<file path="config.mk">
export PLATFORM = sky130hd
export DESIGN_NAME = mux_4_1_rr_arbiter
export DESIGN_NICKNAME = d
export VERILOG_FILES = /design/src/rtl/mux_4_1_rr_arbiter.sv
export SDC_FILE = /design/constraint.sdc
export NUM_CORES = 1
export LEC_CHECK = 0
export CAP_MARGIN = 20
export CORE_MARGIN = 2
export CORE_UTILIZATION = 38
export DETAILED_ROUTE_END_ITERATION = 6
export PLACE_DENSITY_LB_ADDON = 0.3
export SETUP_SLACK_MARGIN = 0.3
export SKIP_CTS_REPAIR_TIMING = 1
export SLEW_MARGIN = 5
export SYNTH_ARGS = -nofsm -noshare
export SYNTH_HDL_FRONTEND = slang
export SYNTH_SLANG_ARGS = --single-unit
</file>
<file path="constraint.sdc">
create_clock -name clk -period 1.86 [get_ports clk]
set_input_delay 0.372 -clock clk [delete_from_list [all_inputs] [get_ports clk]]
set_output_delay 0.372 -clock clk [all_outputs]
set_load 0.05 [all_outputs]
</file>
<file path="src/rtl/mux_4_1_rr_arbiter.sv">
// Round-robin 4:1 mux arbiter into a one-entry registered output stage; define MUX_ARB_GRANT_CNT_EN for per-lane grant counters.
// Latency 1 cycle from input handshake to out_valid; all in_ready drop while the output is stalled (out_valid & !out_ready).
module mux_4_1_rr_arbiter #(
  parameter int DATA_W = 4,
  parameter int CNT_W  = 8
) (
  input  logic                clk,
  input  logic                rst_n,
  input  logic [3:0]          in_valid,
  input  logic [4*DATA_W-1:0] in_data,
  output logic [3:0]          in_ready,
  output logic                out_valid,
  output logic [DATA_W-1:0]   out_data,
  output logic [1:0]          out_sel,
  input  logic                out_ready
`ifdef MUX_ARB_GRANT_CNT_EN
  ,
  output logic [4*CNT_W-1:0]  grant_cnt
`endif
);

  logic [1:0]        rr_ptr;
  logic [1:0]        win;
  logic [1:0]        idx;
  logic              accept;
  logic              any_req;
  logic              xfer;
  logic [DATA_W-1:0] sel_word;

  assign accept  = !out_valid || out_ready;
  assign any_req = |in_valid;
  assign xfer    = accept && any_req;

  // Scan offsets from farthest to nearest so the lane closest to rr_ptr wins.
  always_comb begin
    win = rr_ptr;
    idx = rr_ptr;
    for (int k = 3; k >= 0; k--) begin
      idx = rr_ptr + 2'(k);
      if (in_valid[idx]) win = idx;
    end
  end

  assign in_ready = xfer ? (4'b0001 << win) : 4'b0000;
  assign sel_word = in_data[win*DATA_W +: DATA_W];

  always_ff @(posedge clk or negedge rst_n) begin
    if (!rst_n) begin
      out_valid <= 1'b0;
      out_data  <= '0;
      out_sel   <= 2'd0;
      rr_ptr    <= 2'd0;
    end else if (xfer) begin
      out_valid <= 1'b1;
      out_data  <= sel_word;
      out_sel   <= win;
      rr_ptr    <= win + 2'd1;
    end else if (out_valid && out_ready) begin
      out_valid <= 1'b0;
    end
  end

`ifdef MUX_ARB_GRANT_CNT_EN
  logic [CNT_W-1:0] cnt_q [4];

  for (genvar i = 0; i < 4; i++) begin : g_cnt
    always_ff @(posedge clk or negedge rst_n) begin
      if (!rst_n) begin
        cnt_q[i] <= '0;
      end else if (xfer && (win == 2'(i)) && (cnt_q[i] != {CNT_W{1'b1}})) begin
        cnt_q[i] <= cnt_q[i] + 1'b1;
      end
    end
    assign grant_cnt[i*CNT_W +: CNT_W] = cnt_q[i];
  end
`endif

endmodule
</file>
# After elaboration in Yosys (flattened, before gate mapping)
# Index checks and enable logic that the tools add are counted.
# W data, S select, Z words.
# totals
in_bits	23
latch_bits	0
register_bits	9
output_inout_bits	11
n_memories	0
wordCells	35
mem_bits_rw	0
mem_bits_ro	0
# op_classes
addsub	4
n_bitwise	0
mux	15
n_div	0
n_shift	2
eq_ne	0
multipliers	0
magnitude_cmp	4
reduce_logical	6
# ops
op	count
$shiftx A16 B5 Y4	1
$lt A2 B3 Y1 const B	4
$bmux W1 S2	4
$mux W2	4
$mux W1	6
$add A2 B1 Y2 const B	2
$add A2 B2 Y2 const B	2
$mux W4	1
$reduce_or A4 Y1	1
$shl A1 B2 Y4 const A	1
$logic_and A1 B1 Y1	2
$reduce_bool A2 Y1	1
$logic_not A1 Y1	1
$logic_or A1 B1 Y1	1

# Depth between registers and ports, before layout
# Gate-level depths: netlist of run 1.
# depth
word_depth	9
ltp_mapped	7
ltp_nobuf	5

# Worst setup path after synthesis of run 1
# OpenSTA, ideal clock, no wires.
# synth_path
path_type	register to output
startpoint	reg out_valid
endpoint	out in_ready[0]
path_slack_ps	-451
path_buffers	1
arrival_ps	1939
t_required_ps	1488
stages_incl_launch_ff	5
cell_sequence	dfrtp_1 -> a21oi_2 -> clkbuf_1 -> nand2_1 -> nor2_1
# synth_between
elab_chain_len	4
# synth_rtl
element	line	source
from (decl)	12	output logic out_valid,
from (signal assigned)	49	out_valid <= 1'b0;
from (signal assigned)	54	out_valid <= 1'b1;
from (signal assigned)	59	out_valid <= 1'b0;
$logic_not A1 Y1	30	assign accept = !out_valid || out_ready;
$logic_or A1 B1 Y1	30	
$logic_and A1 B1 Y1	32	assign xfer = accept && any_req;
$mux W4	44	assign in_ready = xfer ? (4'b0001 << win) : 4'b0000;
to (decl)	11	output logic [3:0] in_ready,
# No other way between the ends.

# Final worst setup path of run 1
# layout_path
startpoint	reg rr_ptr[0]
endpoint	out in_ready[3]
# layout_between
elab_chain_len	9
word_cells_on_any_way	17
classes_between	add/sub: 3; shift: 1; mux: 13
# layout_rtl
element	line	source
from (decl)	22	logic [1:0] rr_ptr;
from (signal assigned)	57	rr_ptr <= win + 2'd1;
$add A2 B2 Y2	39	idx = rr_ptr + 2'(k);
$bmux W1 S2	40	if (in_valid[idx]) win = idx;
$mux W1 (not written as such)	40	
$mux W2 (3 in a row)	40	
$mux W2 *	40	
$shl A1 B2 Y4 *	44	
$mux W4 *	44	
# Mark *: on every way between the ends. The rest lies on a longest branch, timed or not. The select of a mux whose other input is x is not followed.

==> key figures, run 1 <==
Critical path
  – Crit. End Element: output pin
  – Worst R2R End: out_data[3]
  – R2r setup slk: 110 ps
  – Worst stage delay on the critical path: 410 ps
  – Critical Path RT: 1490 ps
  – Startpoint Class: flop
  – FF-to-FF path depth: 6
  – CP bufs+invs: 1
  – Worst-path fanout max: 5
  – Worst path depth: 6
  – Crit path arrival time: 1720 ps
  – Critical R2R Launch: rr_ptr[0]
  – Crit path from: rr_ptr[0]
  – Cell family with most CP delay: simple AND/OR/NAND/NOR gates
  – Worst path slowest cell: dfrtp_1
  – Cell Chain, Critical Path: nor2b_4 > o22ai_2 > a211o_1 > nand2b_4 > nor2_4 > buf_12
  – Setup CP Type: flop to output pin

Min path
  – Hold Crit Class: input pin to asynchronous set/reset pin

Synthesis
  – Post-Synthesis Cell Area: 653 um2
  – Most used flip-flop cell after synthesis: dfrtp_1
  – Number of synthesized flops with an enable pin: 0
  – Synth unique cells: 28
  – Gate Count Post-Synth: a little over 70
  – Mapped Avg Cell Area: 9.07 um2
  – Syn nets: 95
  – Asr flop ratio synth: 1.00
  – Seq/Total Area, Yosys: 0.345
  – Yosys warns: 0
  – FF+latch count, synth: 9

Timing
  – Setup WS post-layout: -234 ps
  – Count of final setup violators: 4
  – Hold Vio Cnt, Final: 0
  – Setup TNS: -765 ps
  – Tcrit/Tclk final: 1.13
  – RSZ-0062 raised after global routing: yes
  – Slew headroom: 0.729
  – FMAX: 0.477 GHz
  – Clock skew: 11.3 ps
  – Min Tclk post-route: 2090 ps
  – Slew Viols, Final: 0
  – Worst Tran Pin Value: 405 ps

Place
  – Placed Instances: around 140
  – Placer congestion estimate: between 0.8 and 0.9
  – Port Buf Inserts: 33
  – Final HPWL DP: 1.49 mm

Pwr
  – Leak pwr: 0.590 nW
  – P per Cell Area: about 1200 nW/um2
  – Cell internal pwr: between 0.8 and 0.9 mW
  – Logic gate share of total power: 0.684
  – Peak supply drop: ~0.0011 V
  – Seq pwr share: 0.215
  – Sw Share: 0.460
  – Clock power frac: 0.101
  – NetSw: 0.708 mW

Detailed routing
  – DRC viols: 0
  – Vias: 734
  – Post-route ant nets: 0
  – DR iter-0 viols: 14
  – Via density: approximately 5.2
  – Post-DR wirelength/cell: 14.0 um
  – 1st-pass router iterations: 4
  – Final WL: about 2 mm

Floorplan
  – Die Span X: 45.5 um
  – Core area: between 1500 and 2000 um2
  – DIE HEIGHT: around 45 um
  – Starting density of the core: 0.419
  – I/O pins: 34
  – Die area: approximately 2100 um2
  – Row cnt: 14

CTS
  – Sink Count: 9
  – CTS Buf Count: 3
  – Worst-Skew Late Latency: 270 ps
  – Deepest clock path buffer count: 2
  – Max H-tree Level: 1
  – CTS root buf: clkbuf_4
  – Worst-path clk slew: 70 ps
  – CTS tree: yes

Finish
  – Ratio of cells with drive above 1 in the final layout: 0.444
  – Multi-input logic area: 453 um2
  – Ant. Diodes: 0
  – NumNets Final: approximately 150
  – Commonest non-fill, non-tap cells in the layout: buf_4 (25), clkdlybuf4s50_1 (18), inv_1 (10)
  – Most common cell after layout, fill and taps aside: buf_4
  – Syn-to-layout area delta: 93.3%
  – Reg area: ~230 um2
  – Non-filler cells, final: 140
  – Filler Cells Inserted: 95

Outcome
  – Status: complete, but fails checks
  – Failing checks: negative setup slack

Global routing
  – Largest net degree at the start of global routing: 10
  – Initial antenna violation count: 0
  – Overflow after GRT: 0
  – First-pass GRT wire length: 2.96 mm
  – Gr usage total: 0.199
  – Vias in the first global route: 729

Flow run
  – Max Cap Violations: 0
per-stage QoR:
| step | cell area [um2] | total power, mW | hold WS (ps) | worst slack (ps) | util |
|---|---|---|---|---|---|
| CTS | 1190 | 1.46 | 410 | -480 | 0.762 |
| global placement | 1160 | 1.28 | 485 | -433 | 0.745 |
| detailed placement | 1160 | 1.30 | 495 | -479 | 0.745 |
| global route | 1260 | 1.61 | 430 | -300 | 0.810 |
| floorplan | 687 | 0.928 | 76.4 | -21.9 | - |
| finish | 1260 | 1.54 | 395 | -234 | 0.810 |
metal layers:
| layer | share of wire | vias to the layer above | GRT usage |
|---|---|---|---|
| li1 | - | 361 | - |
| met1 | 0.43 | 340 | 0.228 |
| met2 | 0.51 | 29 | 0.363 |
| met3 | 0.052 | 4 | 0.0357 |
| met4 | 0.011 | 0 | 0.0706 |
| met5 | 0 | - | 0 |
synthesized netlist by cell type, drive strengths merged (2+ instances only):
| master | n | share of area |
|---|---|---|
| inv | 10 | 0.057 |
| dfrtp | 9 | 0.34 |
| nor2 | 8 | 0.046 |
| a211oi | 6 | 0.069 |
| mux2i | 5 | 0.077 |
| nor2b | 4 | 0.038 |
| o21ai | 4 | 0.036 |
| a2111oi | 3 | 0.040 |
| a21oi | 3 | 0.029 |
| o21a | 3 | 0.036 |
| and2 | 2 | 0.023 |
| buf | 2 | 0.034 |
| nand2b | 2 | 0.031 |
| o22ai | 2 | 0.019 |
power groups by stage:
stage	registers [mW]	clock network (mW)	logic, mW
finish	0.331	0.155	1.05
global route	0.340	0.168	1.10
CTS	0.322	0.160	0.983
detailed placement	0.325	0	0.977
global placement	0.320	0	0.962
floorplan	0.495	0	0.433
flip-flops by register name, summed over array words and instances (netlist names):
signal and count:
out_data 4, out_sel 2, rr_ptr 2, out_valid 1
logic make-up after synthesis:
kind of cell / count (synthesis) / share of synthesized area
muxes: 5 / 0.0766
and+or+nand+nor: 19 / 0.165
xor gates and xnor gates: 1 / 0.0134
DFF: 9 / 0.345
buffers and inverters: 13 / 0.0977
AOI/OAI and AO/OA: 25 / 0.303
final cells by class:
class | count | area share
Multi-Input combinational cell | 50 | 0.359
Clock buffer | 4 | 0.0208
Inverter | 10 | 0.0297
Timing Repair Buffer | 51 | 0.394
Tap cell | 16 | 0.0159
Sequential cell | 9 | 0.180
worst max-delay path by stage:
stage / to / slack, ps
after floorplan: in_ready[1] / -20
after global placement: in_ready[3] / -430
after detailed placement: in_ready[1] / -480
after CTS: in_ready[1] / -480
after global routing: in_ready[1] / -300
final: in_ready[3] / -230
No activity file was read; power rests on OpenSTA's default activity.
==> inputs of run 2 (changes only) <==
- CORE_UTILIZATION: 38 -> 40
- CTS_BUF_LIST: not set -> sky130_fd_sc_hd__clkbuf_8
- HOLD_SLACK_MARGIN: not set -> 0.1
==> run 2 against run 1 <==
Utilization rose by 7.1 points. Critical path type unchanged. Critical endpoint is now in_ready[1]. Register-to-register slack better by 40 ps. Largest power group unchanged. Largest cell class is now multi-input combinational cells. Power grew 12%. The run still ends with negative setup slack left.
==> key figures, run 2 (synthesis results as in run 1) <==
Floorplan
  – Core area: 1520 um2
  – Row cnt: 14
  – Starting density of the core: 0.429
  – Die area: 1970 um2
  – Die Span X: 44.4 um
  – I/O pins: 34
  – DIE HEIGHT: between 40 and 50 um

CTS
  – Max H-tree Level: 1
  – CTS tree: yes
  – Sink Count: 9
  – Worst-Skew Late Latency: about 230 ps
  – Worst-path clk slew: 50 ps
  – Deepest clock path buffer count: 2
  – CTS Buf Count: 3
  – CTS root buf: clkbuf_8

Finish
  – Most common cell after layout, fill and taps aside: buf_4
  – Fin util: 0.881
  – Largest Register: out_data
  – Commonest non-fill, non-tap cells in the layout: buf_4 (24), clkdlybuf4s50_1 (18), inv_1 (11)
  – NumNets Final: 148
  – Largest registers: out_data x4, out_sel x2, rr_ptr x2
  – Ant. Diodes: 0
  – Ratio of cells with drive above 1 in the final layout: 0.484
  – Syn-to-layout area delta: 106%
  – Max reg flops: 4
  – Non-filler cells, final: 140

Timing
  – Setup WS post-layout: -262 ps
  – FMAX: 0.471 GHz
  – Clock skew: 1.08 ps
  – RSZ-0062 raised after global routing: yes
  – Min Tclk post-route: about 2100 ps
  – Count of final setup violators: 4
  – Hold_ws: around 450 ps
  – Slew Viols, Final: 0
  – Slew headroom: 0.710
  – Worst Tran Pin Value: 434 ps
  – Hold Vio Cnt, Final: 0
  – Tcrit/Tclk final: 1.14

Global routing
  – Overflow after GRT: 0
  – Largest net degree at the start of global routing: 10
  – First-pass GRT wire length: roughly 3.4 mm
  – Gr usage total: 0.231
  – Initial antenna violation count: 0
  – Vias in the first global route: 747

Critical path
  – Worst stage delay on the critical path: approximately 420 ps
  – Worst path slowest cell: dfrtp_2
  – CP bufs+invs: 1
  – Crit path arrival time: 1750 ps
  – Cell family with most CP delay: simple AND/OR/NAND/NOR gates
  – Cell Chain, Critical Path: o22ai_1 > and2_4 > a211o_1 > nand2b_4 > nor2_4 > buf_12
  – Critical Path RT: 1490 ps
  – Worst-path fanout max: 6
  – Crit. End Element: output pin
  – Startpoint Class: flop
  – Setup CP Type: flop to output pin

Outcome
  – Status: complete, but fails checks
  – Failing checks: negative setup slack

Place
  – Final HPWL DP: 1.56 mm
  – Placed Instances: about 130
  – Port Buf Inserts: 33
  – Placer congestion estimate: 0.835

Detailed routing
  – DR iter-0 viols: 18
  – Post-route ant nets: 0
  – Post-DR wirelength/cell: 17.0 um
  – Via density: 5.59
  – DRC viols: 0
  – Vias: 783
  – Final WL: between 2 and 2.5 mm
  – 1st-pass router iterations: 4

Flow run
  – Max Cap Violations: 0

Pwr
  – P per Cell Area: 1280 nW/um2
  – Leak pwr: about 0.61 nW
  – Peak supply drop: 0.000963 V

Min path
  – Hold Crit Class: input pin to asynchronous set/reset pin
-- run 2: through the flow --
step | instance area (um2) | power [mW] | TNS, ps | setup slack [ps]
6_report | 1340 | 1.72 | -924 | -262
5_1_grt | 1340 | 1.79 | -1060 | -301
4_1_cts | 1200 | 1.53 | -2360 | -508
3_5_place_dp | 1150 | 1.29 | -3600 | -487
3_3_place_gp | 1150 | 1.27 | -3210 | -435
2_1_floorplan | 687 | 0.928 | -45.3 | -21.9
-- run 2: power breakdown --
group | total, mW | switching, mW | leakage (nW) | internal [mW]
registers | 0.338 | 0.0690 | 0.0998 | 0.269
clock network | 0.227 | 0.0830 | 0.0269 | 0.144
logic | 1.15 | 0.640 | 0.484 | 0.512
-- run 2: layout make-up --
cell class                      instances  area, um2
Fill cell                              78        181
Clock inverter                          1       3.75
Timing Repair Buffer                   51        494
Sequential cell                         9        228
Clock buffer                            3       41.3
Inverter                               10       37.5
Multi-Input combinational cell         50        518
Tap cell                               16       20.0
-- run 2: worst paths after layout --
path                                  start          end  slack (ps)  depth (start not counted)
worst max-delay path              rr_ptr[1]  in_ready[1]        -260                          6
worst min-delay path                  rst_n  out_data[0]         450                          1
worst max register to register    rr_ptr[0]  out_data[3]         150                          6
worst min register to register  out_data[3]  out_data[3]         510                          2
max in group asynchronous             rst_n    out_valid        1090                          1
min in group clk                out_data[3]  out_data[3]         510                          2
-- run 2: worst register-to-register path, delay by kind of cell (launching register included) --
family                 cells  cell delay [ps]
AO/OA/AOI/OAI              3              760
buffers and inverters      1              150
flip-flops                 1              420
multiplexers               1              180
AND/OR/NAND/NOR            1               80
-- run 2: metal layers --
layer	global-route usage	vias up	routed length (um)
met5	0	-	0
li1	-	361	-
met2	0.376	37	1250
met1	0.309	377	948
met4	0.0848	0	59
met3	0.0367	8	123
==> inputs of run 3 (changes only) <==
- CORE_UTILIZATION: 40 -> 25
==> run 3 against run 2 <==
The run still ends with negative setup slack left. Non-clock buffer count up 2. Register-to-register slack barely moved. Flip-flop and latch count stayed put. Highest routed layer unchanged. Sequential share of layout area is 0.33 points lower. Final area increased by 2.0%. Power down 2.9%. Critical path depth stayed put. Critical endpoint is now in_ready[3].
==> key figures, run 3 (synthesis results as in run 1) <==
Timing
  – Worst Tran Pin Value: 424 ps
  – Count of final setup violators: 4
  – Slew headroom: 0.716
  – Min Tclk post-route: 2060 ps
  – RSZ-0062 raised after global routing: yes
  – FMAX: about 0.49 GHz
  – Setup TNS: -561 ps
  – Clock skew: between 1 and 1.5 ps
  – Tcrit/Tclk final: 1.11
  – Slew Viols, Final: 0
  – Setup WS post-layout: -198 ps
  – Hold Vio Cnt, Final: 0
  – Hold_ws: around 400 ps

Place
  – Pre-CTS setup slack: -459 ps
  – Port Buf Inserts: 33
  – Placed cell area: 1200 um2
  – Placer congestion estimate: 0.741
  – Final HPWL DP: 1.55 mm

Critical path
  – FF-to-FF path depth: 7
  – Crit path arrival time: 1690 ps
  – Worst R2R End: out_data[3]
  – Cell Chain, Critical Path: nor2b_2 > o22ai_2 > a211o_4 > nand2b_4 > nor2_4 > buf_12
  – Critical Path RT: 1490 ps
  – Worst stage delay on the critical path: 390 ps
  – Startpoint Class: flop
  – Worst-path fanout max: 5
  – Worst path slowest cell: dfrtp_1
  – Setup CP Type: flop to output pin
  – R2r setup slk: 150 ps
  – Crit. End Element: output pin
  – Critical R2R Launch: rr_ptr[0]

Outcome
  – Failing checks: negative setup slack
  – Status: complete, but fails checks

Detailed routing
  – DR iter-0 viols: 2
  – Post-DR wirelength/cell: 13.0 um
  – Final WL: 2.02 mm
  – Vias: 726
  – DRC viols: 0
  – Post-route ant nets: 0
  – Via density: 4.65
  – 1st-pass router iterations: 4

Finish
  – Max reg flops: 4
  – Filler Cells Inserted: 223
  – Most common cell after layout, fill and taps aside: buf_4
  – NumNets Final: 150
  – Ratio of cells with drive above 1 in the final layout: 0.532
  – Fin util: 0.553
  – Largest registers: out_data x4, out_sel x2, rr_ptr x2
  – Design area: 1370 um2
  – Ant. Diodes: 0
  – Largest Register: out_data
  – Syn-to-layout area delta: 110%
  – Commonest non-fill, non-tap cells in the layout: buf_4 (26), clkdlybuf4s50_1 (17), inv_1 (9)

Pwr
  – P per Cell Area: 1220 nW/um2
  – Peak supply drop: 0.000695 V
  – Leak pwr: 0.618 nW

Flow run
  – Max Cap Violations: 0

Floorplan
  – Die area: 3040 um2
  – I/O pins: 34
  – Core area: 2480 um2
  – Die Span X: 55.1 um
  – DIE HEIGHT: about 55 um
  – Row cnt: 18
  – Starting density of the core: 0.264

Min path
  – Hold Crit Class: input pin to flop
  – Worst Hold End: out_valid
  – Worst hold start: out_ready
  – Hold Crit Depth: 2

CTS
  – Worst-path clk slew: 50 ps
  – Sink Count: 9
  – Max H-tree Level: 1
  – CTS tree: yes
  – CTS root buf: clkbuf_8
  – Worst-Skew Late Latency: 230 ps
  – Deepest clock path buffer count: 2
  – CTS Buf Count: 3

Global routing
  – Vias in the first global route: about 670
  – Gr usage total: 0.133
  – Overflow after GRT: 0
  – First-pass GRT wire length: 2.77 mm
  – Largest net degree at the start of global routing: 10
  – Initial antenna violation count: 0
## run 3: cell types whose count changed in the layout (fill, tap and decap cells not counted), sizes merged
cell           delta
buf               +2
clkinv            +1
clkdlybuf4s50     -1
dlymetal6s2s      +1
inv               -1
## run 3: worst max-delay path by stage
stage,endpoint,slack (ps),cells after the start,start
after floorplan,in_ready[1],-20,6,in_valid[2]
after global placement,in_ready[1],-430,7,in_valid[2]
after detailed placement,in_ready[3],-460,7,in_valid[2]
after CTS,in_ready[3],-480,7,in_valid[2]
after global routing,in_ready[3],-260,6,rr_ptr[0]
final,in_ready[3],-200,6,rr_ptr[0]
## run 3: where the power goes
group          total, mW  switching (mW)  internal [mW]
sequential         0.328          0.0582          0.269
clock              0.227          0.0808          0.146
combinational       1.11           0.596          0.518
## run 3: stage by stage
step	power [mW]	instances
4_1_cts	1.55	154
3_3_place_gp	1.30	150
6_report	1.67	156
5_1_grt	1.76	156
3_5_place_dp	1.31	150
2_1_floorplan	0.928	72
## run 3: critical path: cells and delay by family (launching register included)
kind	cells	cell delay [ps]
flip-flops	1	390
AO/OA/AOI/OAI	2	470
buffers and inverters	1	140
AND/OR/NAND/NOR	3	460
## run 3: metal layers
metal / share of wire / routed length (um) / vias to the layer above / track usage
li1: - / - / 369 / -
met1: 0.39 / 794 / 340 / 0.155
met2: 0.55 / 1120 / 15 / 0.222
met3: 0.043 / 86 / 2 / 0.0403
met4: 0.0094 / 19 / 0 / 0.0610
met5: 0 / 0 / - / 0
## run 3: layout make-up
class / instances / area (um2) / share of cell area
repair buffers: 53 / 520 / 0.380
inverters: 10 / 37.5 / 0.0274
well taps: 30 / 37.5 / 0.0274
flip-flops and latches: 9 / 228 / 0.166
clock buffers: 3 / 41.3 / 0.0302
multi-input cells: 50 / 499 / 0.365
clock inverters: 1 / 5.00 / 0.00366
